--- src/rtl/insight_commit_trace_packer_if.sv ---
// Commit-lane input and single-record trace output bundle for the commit trace packer.
interface insight_commit_trace_packer_if #(
  parameter int ADDR_W = 40,
  parameter int INSN_W = 32
);
  logic              in0_valid;
  logic [ADDR_W-1:0] in0_iaddr;
  logic [INSN_W-1:0] in0_insn;
  logic              in0_exc;
  logic              in1_valid;
  logic [ADDR_W-1:0] in1_iaddr;
  logic [INSN_W-1:0] in1_insn;
  logic              in1_exc;
  logic              out_valid;
  logic              out_ready;
  logic [ADDR_W-1:0] out_iaddr;
  logic [INSN_W-1:0] out_insn;
  logic              out_exc;
  logic              out_lost;

  modport master (
    output in0_valid, in0_iaddr, in0_insn, in0_exc,
    output in1_valid, in1_iaddr, in1_insn, in1_exc,
    output out_ready,
    input  out_valid, out_iaddr, out_insn, out_exc, out_lost
  );

  modport slave (
    input  in0_valid, in0_iaddr, in0_insn, in0_exc,
    input  in1_valid, in1_iaddr, in1_insn, in1_exc,
    input  out_ready,
    output out_valid, out_iaddr, out_insn, out_exc, out_lost
  );
endinterface

--- src/rtl/insight_commit_trace_packer.sv ---
// Packs 0-2 commit records per cycle into a FIFO drained as one record per handshake;
// overflow drops records, counts them and flags the next surviving record as lost.
module insight_commit_trace_packer #(
  parameter  int DEPTH  = 8,
  parameter  int ADDR_W = 40,
  parameter  int INSN_W = 32,
  parameter  int DROP_W = 16,
  localparam int PTR_W  = $clog2(DEPTH),
  localparam int LVL_W  = PTR_W + 1
) (
  input  logic                  clock,
  input  logic                  reset,
  input  logic                  enable,
  input  logic                  clear,
  insight_commit_trace_packer_if.slave tr,
  output logic [LVL_W-1:0]      fifo_level,
  output logic [DROP_W-1:0]     drop_count,
  output logic [63:0]           retire_count,
  output logic                  overflow_stky
);

  typedef struct packed {
    logic [ADDR_W-1:0] iaddr;
    logic [INSN_W-1:0] insn;
    logic              exc;
    logic              lost;
  } rec_t;

  rec_t             mem [DEPTH];
  logic [PTR_W-1:0] wptr, rptr;
  logic             pending_lost;

  logic             k0, k1, deq;
  logic [1:0]       kin, kept, dropped;
  logic [LVL_W-1:0] free, level_nxt;
  logic [DROP_W:0]  drop_sum;
  rec_t             rec_a, rec_b;

  always_comb begin
    k0    = enable & tr.in0_valid;
    k1    = enable & tr.in1_valid;
    kin   = {1'b0, k0} + {1'b0, k1};
    // Free space comes from the registered level only; a same-cycle pop is not credited.
    free  = LVL_W'(DEPTH) - fifo_level;
    kept  = (free >= LVL_W'(kin)) ? kin : free[1:0];
    dropped = kin - kept;
    deq   = (fifo_level != '0) & tr.out_ready;
    level_nxt = fifo_level + LVL_W'(kept) - LVL_W'(deq);
    drop_sum  = {1'b0, drop_count} + (DROP_W+1)'(dropped);
    // Oldest record first: lane 0 if present, else a lone lane 1.
    rec_a.iaddr = k0 ? tr.in0_iaddr : tr.in1_iaddr;
    rec_a.insn  = k0 ? tr.in0_insn  : tr.in1_insn;
    rec_a.exc   = k0 ? tr.in0_exc   : tr.in1_exc;
    rec_a.lost  = pending_lost;
    rec_b.iaddr = tr.in1_iaddr;
    rec_b.insn  = tr.in1_insn;
    rec_b.exc   = tr.in1_exc;
    rec_b.lost  = 1'b0;
  end

  always_ff @(posedge clock or negedge reset) begin
    if (!reset) begin
      for (int i = 0; i < DEPTH; i++) mem[i] <= '0;
      wptr          <= '0;
      rptr          <= '0;
      fifo_level    <= '0;
      pending_lost  <= 1'b0;
      drop_count    <= '0;
      retire_count  <= '0;
      overflow_stky <= 1'b0;
    end else begin
      if (kept != 2'd0) mem[wptr] <= rec_a;
      if (kept == 2'd2) mem[wptr + PTR_W'(1)] <= rec_b;
      wptr       <= wptr + PTR_W'(kept);
      rptr       <= rptr + PTR_W'(deq);
      fifo_level <= level_nxt;
      // A drop always leaves the flag set for the next survivor, even if lane 0 was kept.
      if (dropped != 2'd0)   pending_lost <= 1'b1;
      else if (kept != 2'd0) pending_lost <= 1'b0;
      if (clear) begin
        drop_count    <= '0;
        retire_count  <= '0;
        overflow_stky <= 1'b0;
      end else begin
        drop_count    <= drop_sum[DROP_W] ? '1 : drop_sum[DROP_W-1:0];
        retire_count  <= retire_count + 64'(kin);
        if (dropped != 2'd0) overflow_stky <= 1'b1;
      end
    end
  end

  assign tr.out_valid = (fifo_level != '0);
  assign tr.out_iaddr = mem[rptr].iaddr;
  assign tr.out_insn  = mem[rptr].insn;
  assign tr.out_exc   = mem[rptr].exc;
  assign tr.out_lost  = mem[rptr].lost;

endmodule

--- src/flat_wrapper.sv ---
// flat-port wrapper written by rule: the top's interface ports become plain ports
module insight_commit_trace_packer_flat 
#(
  parameter  int DEPTH  = 8,
  parameter  int ADDR_W = 40,
  parameter  int INSN_W = 32,
  parameter  int DROP_W = 16,
  localparam int PTR_W  = $clog2(DEPTH),
  localparam int LVL_W  = PTR_W + 1
)
  (clock, reset, enable, clear, fifo_level, drop_count, retire_count, overflow_stky, tr_in0_valid, tr_in0_iaddr, tr_in0_insn, tr_in0_exc, tr_in1_valid, tr_in1_iaddr, tr_in1_insn, tr_in1_exc, tr_out_ready, tr_out_valid, tr_out_iaddr, tr_out_insn, tr_out_exc, tr_out_lost);
  insight_commit_trace_packer_if #(.ADDR_W(ADDR_W), .INSN_W(INSN_W)) tr_i ();
  input  logic clock;
  input  logic reset;
  input  logic enable;
  input  logic clear;
  output logic [LVL_W-1:0] fifo_level;
  output logic [DROP_W-1:0] drop_count;
  output logic [63:0] retire_count;
  output logic overflow_stky;
  input wire logic [$bits(tr_i.in0_valid)-1:0] tr_in0_valid;
  input wire logic [$bits(tr_i.in0_iaddr)-1:0] tr_in0_iaddr;
  input wire logic [$bits(tr_i.in0_insn)-1:0] tr_in0_insn;
  input wire logic [$bits(tr_i.in0_exc)-1:0] tr_in0_exc;
  input wire logic [$bits(tr_i.in1_valid)-1:0] tr_in1_valid;
  input wire logic [$bits(tr_i.in1_iaddr)-1:0] tr_in1_iaddr;
  input wire logic [$bits(tr_i.in1_insn)-1:0] tr_in1_insn;
  input wire logic [$bits(tr_i.in1_exc)-1:0] tr_in1_exc;
  input wire logic [$bits(tr_i.out_ready)-1:0] tr_out_ready;
  output wire logic [$bits(tr_i.out_valid)-1:0] tr_out_valid;
  output wire logic [$bits(tr_i.out_iaddr)-1:0] tr_out_iaddr;
  output wire logic [$bits(tr_i.out_insn)-1:0] tr_out_insn;
  output wire logic [$bits(tr_i.out_exc)-1:0] tr_out_exc;
  output wire logic [$bits(tr_i.out_lost)-1:0] tr_out_lost;
  assign tr_i.in0_valid = tr_in0_valid;
  assign tr_i.in0_iaddr = tr_in0_iaddr;
  assign tr_i.in0_insn = tr_in0_insn;
  assign tr_i.in0_exc = tr_in0_exc;
  assign tr_i.in1_valid = tr_in1_valid;
  assign tr_i.in1_iaddr = tr_in1_iaddr;
  assign tr_i.in1_insn = tr_in1_insn;
  assign tr_i.in1_exc = tr_in1_exc;
  assign tr_i.out_ready = tr_out_ready;
  assign tr_out_valid = tr_i.out_valid;
  assign tr_out_iaddr = tr_i.out_iaddr;
  assign tr_out_insn = tr_i.out_insn;
  assign tr_out_exc = tr_i.out_exc;
  assign tr_out_lost = tr_i.out_lost;
  insight_commit_trace_packer #(.DEPTH(DEPTH), .ADDR_W(ADDR_W), .INSN_W(INSN_W), .DROP_W(DROP_W)) u_core (.clock(clock), .reset(reset), .enable(enable), .clear(clear), .tr(tr_i), .fifo_level(fifo_level), .drop_count(drop_count), .retire_count(retire_count), .overflow_stky(overflow_stky));
endmodule
--- config.mk ---
export PLATFORM = sky130hd
export DESIGN_NAME = insight_commit_trace_packer_flat
export DESIGN_NICKNAME = d
export VERILOG_FILES = /design/src/rtl/insight_commit_trace_packer_if.sv /design/src/rtl/insight_commit_trace_packer.sv /design/src/flat_wrapper.sv
export SDC_FILE = /design/constraint.sdc
export NUM_CORES = 2
export LEC_CHECK = 0
export BUFFER_PORTS_ARGS = -buffer_cell sky130_fd_sc_hd__buf_2
export CAP_MARGIN = 20
export CORE_MARGIN = 1.5
export CORE_UTILIZATION = 55
export CTS_BUF_LIST = sky130_fd_sc_hd__clkbuf_16
export DETAILED_ROUTE_END_ITERATION = 10
export GPL_TIMING_DRIVEN = 1
export PLACE_DENSITY = 0.73
export SLEW_MARGIN = 10
export SYNTH_ARGS = -nofsm -noshare
export SYNTH_HDL_FRONTEND = slang
export SYNTH_SLANG_ARGS = --single-unit
--- constraint.sdc ---
create_clock -name clock -period 3.8 [get_ports clock]
set_clock_uncertainty 0.15 [all_clocks]
set_input_delay 0.38 -clock clock [delete_from_list [all_inputs] [get_ports clock]]
set_output_delay 0.38 -clock clock [all_outputs]
set_load 0.05 [all_outputs]
Yosys cells after proc, flatten, opt, wreduce, memory -nomap -nowiden
Index checks and enable logic that the tools add are counted.

Output and inout port bits: 160. Register bits: 684. Word-level logic and storage cells: 91.

$lt $le $gt $ge: 6. Bitwise operators: 6. Mux-type cells: 22. Reductions and logical operators: 7. Eq/ne operators: 1. $add $sub $neg: 10.

Operators by type and width (count): bitwise mux 592 bit (2); 2-to-1 mux 592 bit (2); demux 74 bit (select 3 bit) (2); 2-to-1 mux 74 bit (4); binary-select mux 74 bit (select 3 bit) (1); adder 64 x 2 -> 64 bit (1); 2-to-1 mux 64 bit (1); 2-to-1 mux 40 bit (1); 2-to-1 mux 16 bit (2); 2-to-1 mux 32 bit (1); adder 16 x 2 -> 17 bit (1); >= comparator 4 bit (second input constant) (3); inverter 3 -> 4 bit (3); < comparator 4 x 1 -> 1 bit (second input constant) (2); nonzero test 2 bit (4); 2-to-1 mux 1 bit (5); adder 4 x 2 -> 4 bit (1); >= comparator 4 x 2 -> 1 bit (1); nonzero test 4 bit (1); subtractor 4 x 1 -> 4 bit (1); subtractor 4 bit (first input constant) (1); adder 3 x 1 -> 3 bit (1); adder 3 x 1 -> 3 bit (second input constant) (1); adder 3 x 2 -> 3 bit (1); other kinds (6) (9).

Longest topological paths before layout
Word-level depth: 9. Depth in mapped cells: 19. Mapped depth without buffers: 18.

Worst setup path before layout
OpenSTA, ideal clock, no wires.

Path kind: in2reg. Start: input enable. End: register u_core.drop_count[10]. Cell stages on the path: 18. Buffers on the path: 2. Required time: 3.513 ns. Arrival: 4.313 ns. Slack: -0.800 ns. Cell sequence: nand2_1 inv_1 buf_1 ha_1 ha_1 nand2b_1 a211oi_2 nand2_1 nand2_1 o21ai_0 ha_1 xnor2_1 inv_1 fa_1 and4_1 nand4_1 clkbuf_1 a21oi_1.

Longest elaborated chain between the ends: 8. Elaborated cells between the ends (all ways): 9. Classes of those cells: add/sub: 3; order compare: 1; mux: 3; bitwise: 2.

Ends and longest elaborated chain: start: declaration (RTL line flat_wrapper.sv:15) `input logic enable;`; bitwise AND 1 bit (on tied branches) (RTL line insight_commit_trace_packer.sv:40, insight_commit_trace_packer.sv:41); adder 1 x 1 -> 2 bit (*) (RTL line insight_commit_trace_packer.sv:42) `kin = {1'b0, k0} + {1'b0, k1};`; >= comparator 4 x 2 -> 1 bit (RTL line insight_commit_trace_packer.sv:45) `kept = (free >= LVL_W'(kin)) ? kin : free[1:0];`; 2-to-1 mux 2 bit (RTL line insight_commit_trace_packer.sv:45); subtractor 2 bit (*) (RTL line insight_commit_trace_packer.sv:46) `dropped = kin - kept;`; adder 16 x 2 -> 17 bit (*) (RTL line insight_commit_trace_packer.sv:49) `drop_sum = {1'b0, drop_count} + (DROP_W+1)'(dropped);`; 2-to-1 mux 16 bit (*) (RTL line insight_commit_trace_packer.sv:85) `drop_count <= drop_sum[DROP_W] ? '1 : drop_sum[DROP_W-1:0];`; 2-to-1 mux 16 bit (*) (RTL line insight_commit_trace_packer.sv:80) `if (clear) begin`; end signal: assignment (RTL line insight_commit_trace_packer.sv:85); end: declaration (RTL line insight_commit_trace_packer.sv:17) `output logic [DROP_W-1:0] drop_count,`.

Mark *: on every way between the ends. The rest lies on a longest branch, timed or not. A chain may end at the register's enable or synchronous reset.

Worst setup path in the final report
Start: register u_core.fifo_level[0]. End: register u_core.mem[451] in the netlist's numbering.

Longest elaborated chain between the ends: 7. Elaborated cells between the ends (all ways): 8. Classes of those cells: add/sub: 1; order compare: 1; eq/ne: 1; mux: 4; reduce/logical: 1.

Ends and longest elaborated chain: start: declaration (RTL line insight_commit_trace_packer.sv:16) `output logic [LVL_W-1:0] fifo_level,`; start signal: assignment (RTL line insight_commit_trace_packer.sv:76) `fifo_level <= level_nxt;`; subtractor 4 bit (*) (RTL line insight_commit_trace_packer.sv:44) `free = LVL_W'(DEPTH) - fifo_level;`; >= comparator 4 x 2 -> 1 bit (RTL line insight_commit_trace_packer.sv:45); 2-to-1 mux 2 bit (*) (RTL line insight_commit_trace_packer.sv:45); nonzero test 2 bit (RTL line insight_commit_trace_packer.sv:72) `if (kept != 2'd0) mem[wptr] <= rec_a;`; 2-to-1 mux 592 bit (RTL line insight_commit_trace_packer.sv:72); bitwise mux 592 bit (RTL line insight_commit_trace_packer.sv:73) `if (kept == 2'd2) mem[wptr + PTR_W'(1)] <= rec_b;`; 2-to-1 mux 592 bit (*) (RTL line insight_commit_trace_packer.sv:73); end signal: indexed assignment (RTL line insight_commit_trace_packer.sv:72); end signal: indexed assignment (RTL line insight_commit_trace_packer.sv:73); end: declaration (RTL line insight_commit_trace_packer.sv:29) `rec_t mem [DEPTH];`.

Marked as above.

==> flow_summary.yaml <==
outcome:
  status: "finished, final reports clean"
placed_design:
  placement.io_buffers: 312
  post-dp-hpwl_microns: 70840
  finalWeightedCongestion: 0.8822
setup_path:
  timing.rr.start: "u_core.fifo_level[0]"
  critical_path.endpoint_type: "flip-flop"
  critPathMaxStageDelay_ps: 560
  crit_slowest_cell: "dlygate4sd3_1"
  setup.worst_path.start_class: "flip-flop"
  path_cells: "inv_1, ha_1, ha_1, a211oi_2, buf_4, a211o_1, buf_6, nand4_1, buf_12, o21ai_4, buf_12, o2bb2ai_1, dlygate4sd3_1"
  timing.critical_path.from: "u_core.fifo_level[0]"
  timing.critical_path.buf_inv: 6
  cp_data_arrival_time_ps: 4140
  worstPathMaxFanout: 20
  path_delay_family: "buffers and inverters"
  critical_setup_path_class: "reg -> reg"
  worstPathRequired_ps: 4230
synth:
  synth_seq_area_share: 0.4770
  synth-main-ff-cell: "dfrtp_1"
  area_fraction_of_the_dominant_cell_type_after_synthesis: 0.4770
  syn-cell-area_sq_um: 35880
  synthDistinctLibCells: 49
  postSynthRegisterBits: 684
  synth_async_sr_flop_share: 1.000
  ys_top_cells_by_area: "dfrtp_1 (48%), o2bb2ai_1 (14%), a22oi_1 (12%)"
  synth_enable_flop_cells: 0
  synth_top_area_cell: "dfrtp_1"
  post_synth.cell_area_avg_sq_um: 11.95
  syn-num-nets: 3180
  synth_warnings: 0
  post_synth_inst_count: 3004
floorplan:
  floorplan.initialDensity: 0.5567
  placeableCoreArea_sq_um: 64460
  dieHeight_microns: 258.4
  floorplan.io_pins: 313
  fp.dieW_microns: 258.4
  fp.dieArea_sq_um: 66790
  placementRows: 93
clock_tree:
  path_clk_slew_ps: 60
  cts.sinks: 684
  cts-root-buf: "clkbuf_16"
  htree_num_levels: 3
  cts_tree: "built"
  tritoncts.num_buffers: 74
  clk_path_buf_depth: 3
  clock_latency_ps: 630
layout:
  finish.utilization: 0.6507
  final_cell_mix: "dfrtp_1 (679), a22oi_1 (584), o2bb2ai_1 (584), buf_2 (311), mux4_2 (148)"
  multi_input_area_sq_um: 16820
  regArea_sq_um: 17130
  layout-drive-gt1-share: 0.2533
  mostFrequentLayoutCell: "dfrtp_1"
  area_growth_pct: 16.89
  n_fill_cell: 4843
  fin_nets: 3338
timing:
  setup_viol: 0
  hold_ws_ps: 11.86
  final_period_util: 0.9763
  achievable-frequency_ghz: 0.2695
  timing.slew.headroom: 0.3552
  worst-slew-pin-transition_ps: 967.2
  finalWorstPathRequiredPeriod_ps: 3710
  final-max-slew-violation-count: 0
  finalHoldViolations: 0
global_route:
  antenna_found_initial: 17
  grt_pass1_wl_microns: 192300
  global_route.overflow_total: 0
  track_usage: 0.3769
  via_count_of_the_first_global_routing_pass: 31870
  grt_start_max_net_pins: 107
route:
  postRouteWirelength_microns: 127900
  drcViolationCount: 0
  violation_count_after_the_first_detailed_routing_iteration: 4122
  first_pass_iters: 8
  drt.antenna.violating_nets: 0
  dr_total_vias: 30790
  post_drt_via_cell_ratio: 7.543
  post_drt_wl_per_cell_microns: 31.33
hold_path:
  worst_hold_path_type: "in -> reg"
  holdCritStartpoint: "tr_in0_iaddr[26]"
power_and_ir_drop:
  power_density_nw_per_um2: 892.0
  p_leak_nw: 17.07
  peakVddDrop_uv: 522.7
job:
  cap_violations: 0
## worst paths after layout
check                                  end  slack [ps]  depth (start not counted)
max in group asynchronous  u_core.mem[242]        2000                          4
min in group asynchronous  u_core.mem[232]         300                          2
hold reg to reg             u_core.mem[74]         390                          2
setup / recovery           u_core.mem[451]          90                         13
setup reg to reg           u_core.mem[451]          90                         13
hold / removal             u_core.mem[134]          10                          3
## metrics by stage
stage | power, W | area [sq um] | setup TNS [ps] | setup WS, ps | cells
after floorplan | 0.02469 | 35920 | 0 | 15.40 | 3004
after global placement | 0.02899 | 38580 | 0 | 0.4179 | 3844
after detailed placement | 0.02977 | 38580 | 0 | 11.41 | 3844
after CTS | 0.03702 | 41870 | 0 | 32.70 | 4067
after global routing | 0.03887 | 41930 | -1.643 | -1.643 | 4077
final | 0.03742 | 41950 | 0 | 90.08 | 4082
## worst min-delay path: stages
cell and delay, ps:
buf_2 170, a22oi_1 80, o2bb2ai_1 130
## routing by layer
metal | wire (microns) | up-vias | track usage | part of all wire
li1 | - | 12250 | - | -
met1 | 45310 | 15460 | 0.4756 | 0.35
met2 | 58500 | 2457 | 0.5791 | 0.46
met3 | 16540 | 607 | 0.1144 | 0.13
met4 | 7442 | 14 | 0.2169 | 0.058
met5 | 82 | - | 0 | 0.00064
## power breakdown
part | internal [W] | switching (W) | leakage (nW) | total [W]
Sequential | 0.0102 | 0.00191 | 8.75 | 0.0121
Combinational | 0.00760 | 0.0106 | 7.10 | 0.0182
Clock | 0.00407 | 0.00310 | 1.22 | 0.00717
## synth_stat cells (all sizes together) (15+ instances only)
cell type,n
dfrtp,684
a22oi,584
o2bb2ai,584
buf,235
clkbuf,222
mux4,148
nor2,77
mux2,75
nand2,40
xor2,40
nand3,39
a21oi,31
nand4,28
xnor2,28
inv,24
nor3,20
ha,19
o21ai,18
and3,15
or3,15
## sequential cells by signal (all words and copies together), names as in the netlist
signal                cells
u_core.mem              592
u_core.retire_count      64
u_core.fifo_level         4
u_core.drop_count        16
u_core.pending_lost       1
u_core.wptr               3
u_core.overflow_stky      1
u_core.rptr               3
## cell families (layout without fill, tap and decap cells)
kind of cell / after synthesis / count (layout) / share of synthesized area
AOI/OAI and AO/OA: 1234 / 1234 / 0.2780
xor gates and xnor gates: 68 / 68 / 0.01660
adders and majority gates: 23 / 23 / 0.008856
buffers and inverters: 481 / 691 / 0.05976
DFF: 684 / 684 / 0.4770
muxes: 233 / 233 / 0.1192
other: 0 / 13 / 0
and+or+nand+nor: 281 / 281 / 0.04055
## repair_timing
action	in CTS	in global routing
endpoints found under the setup margin	0	3
resized for setup	0	3
endpoints found under the hold margin	675	0
hold buffers	95	0
buffers inserted	0	1
## final cells by class
class	count	share of cell area
Clock buffer	75	0.04474
Timing Repair Buffer	539	0.1063
Multi-Input combinational cell	1839	0.4011
Inverter	24	0.002148
Tap cell	855	0.02550
Clock inverter	53	0.01104
Antenna cell	13	0.0007755
Sequential cell	684	0.4084
(Power assumes the default switching activity.)
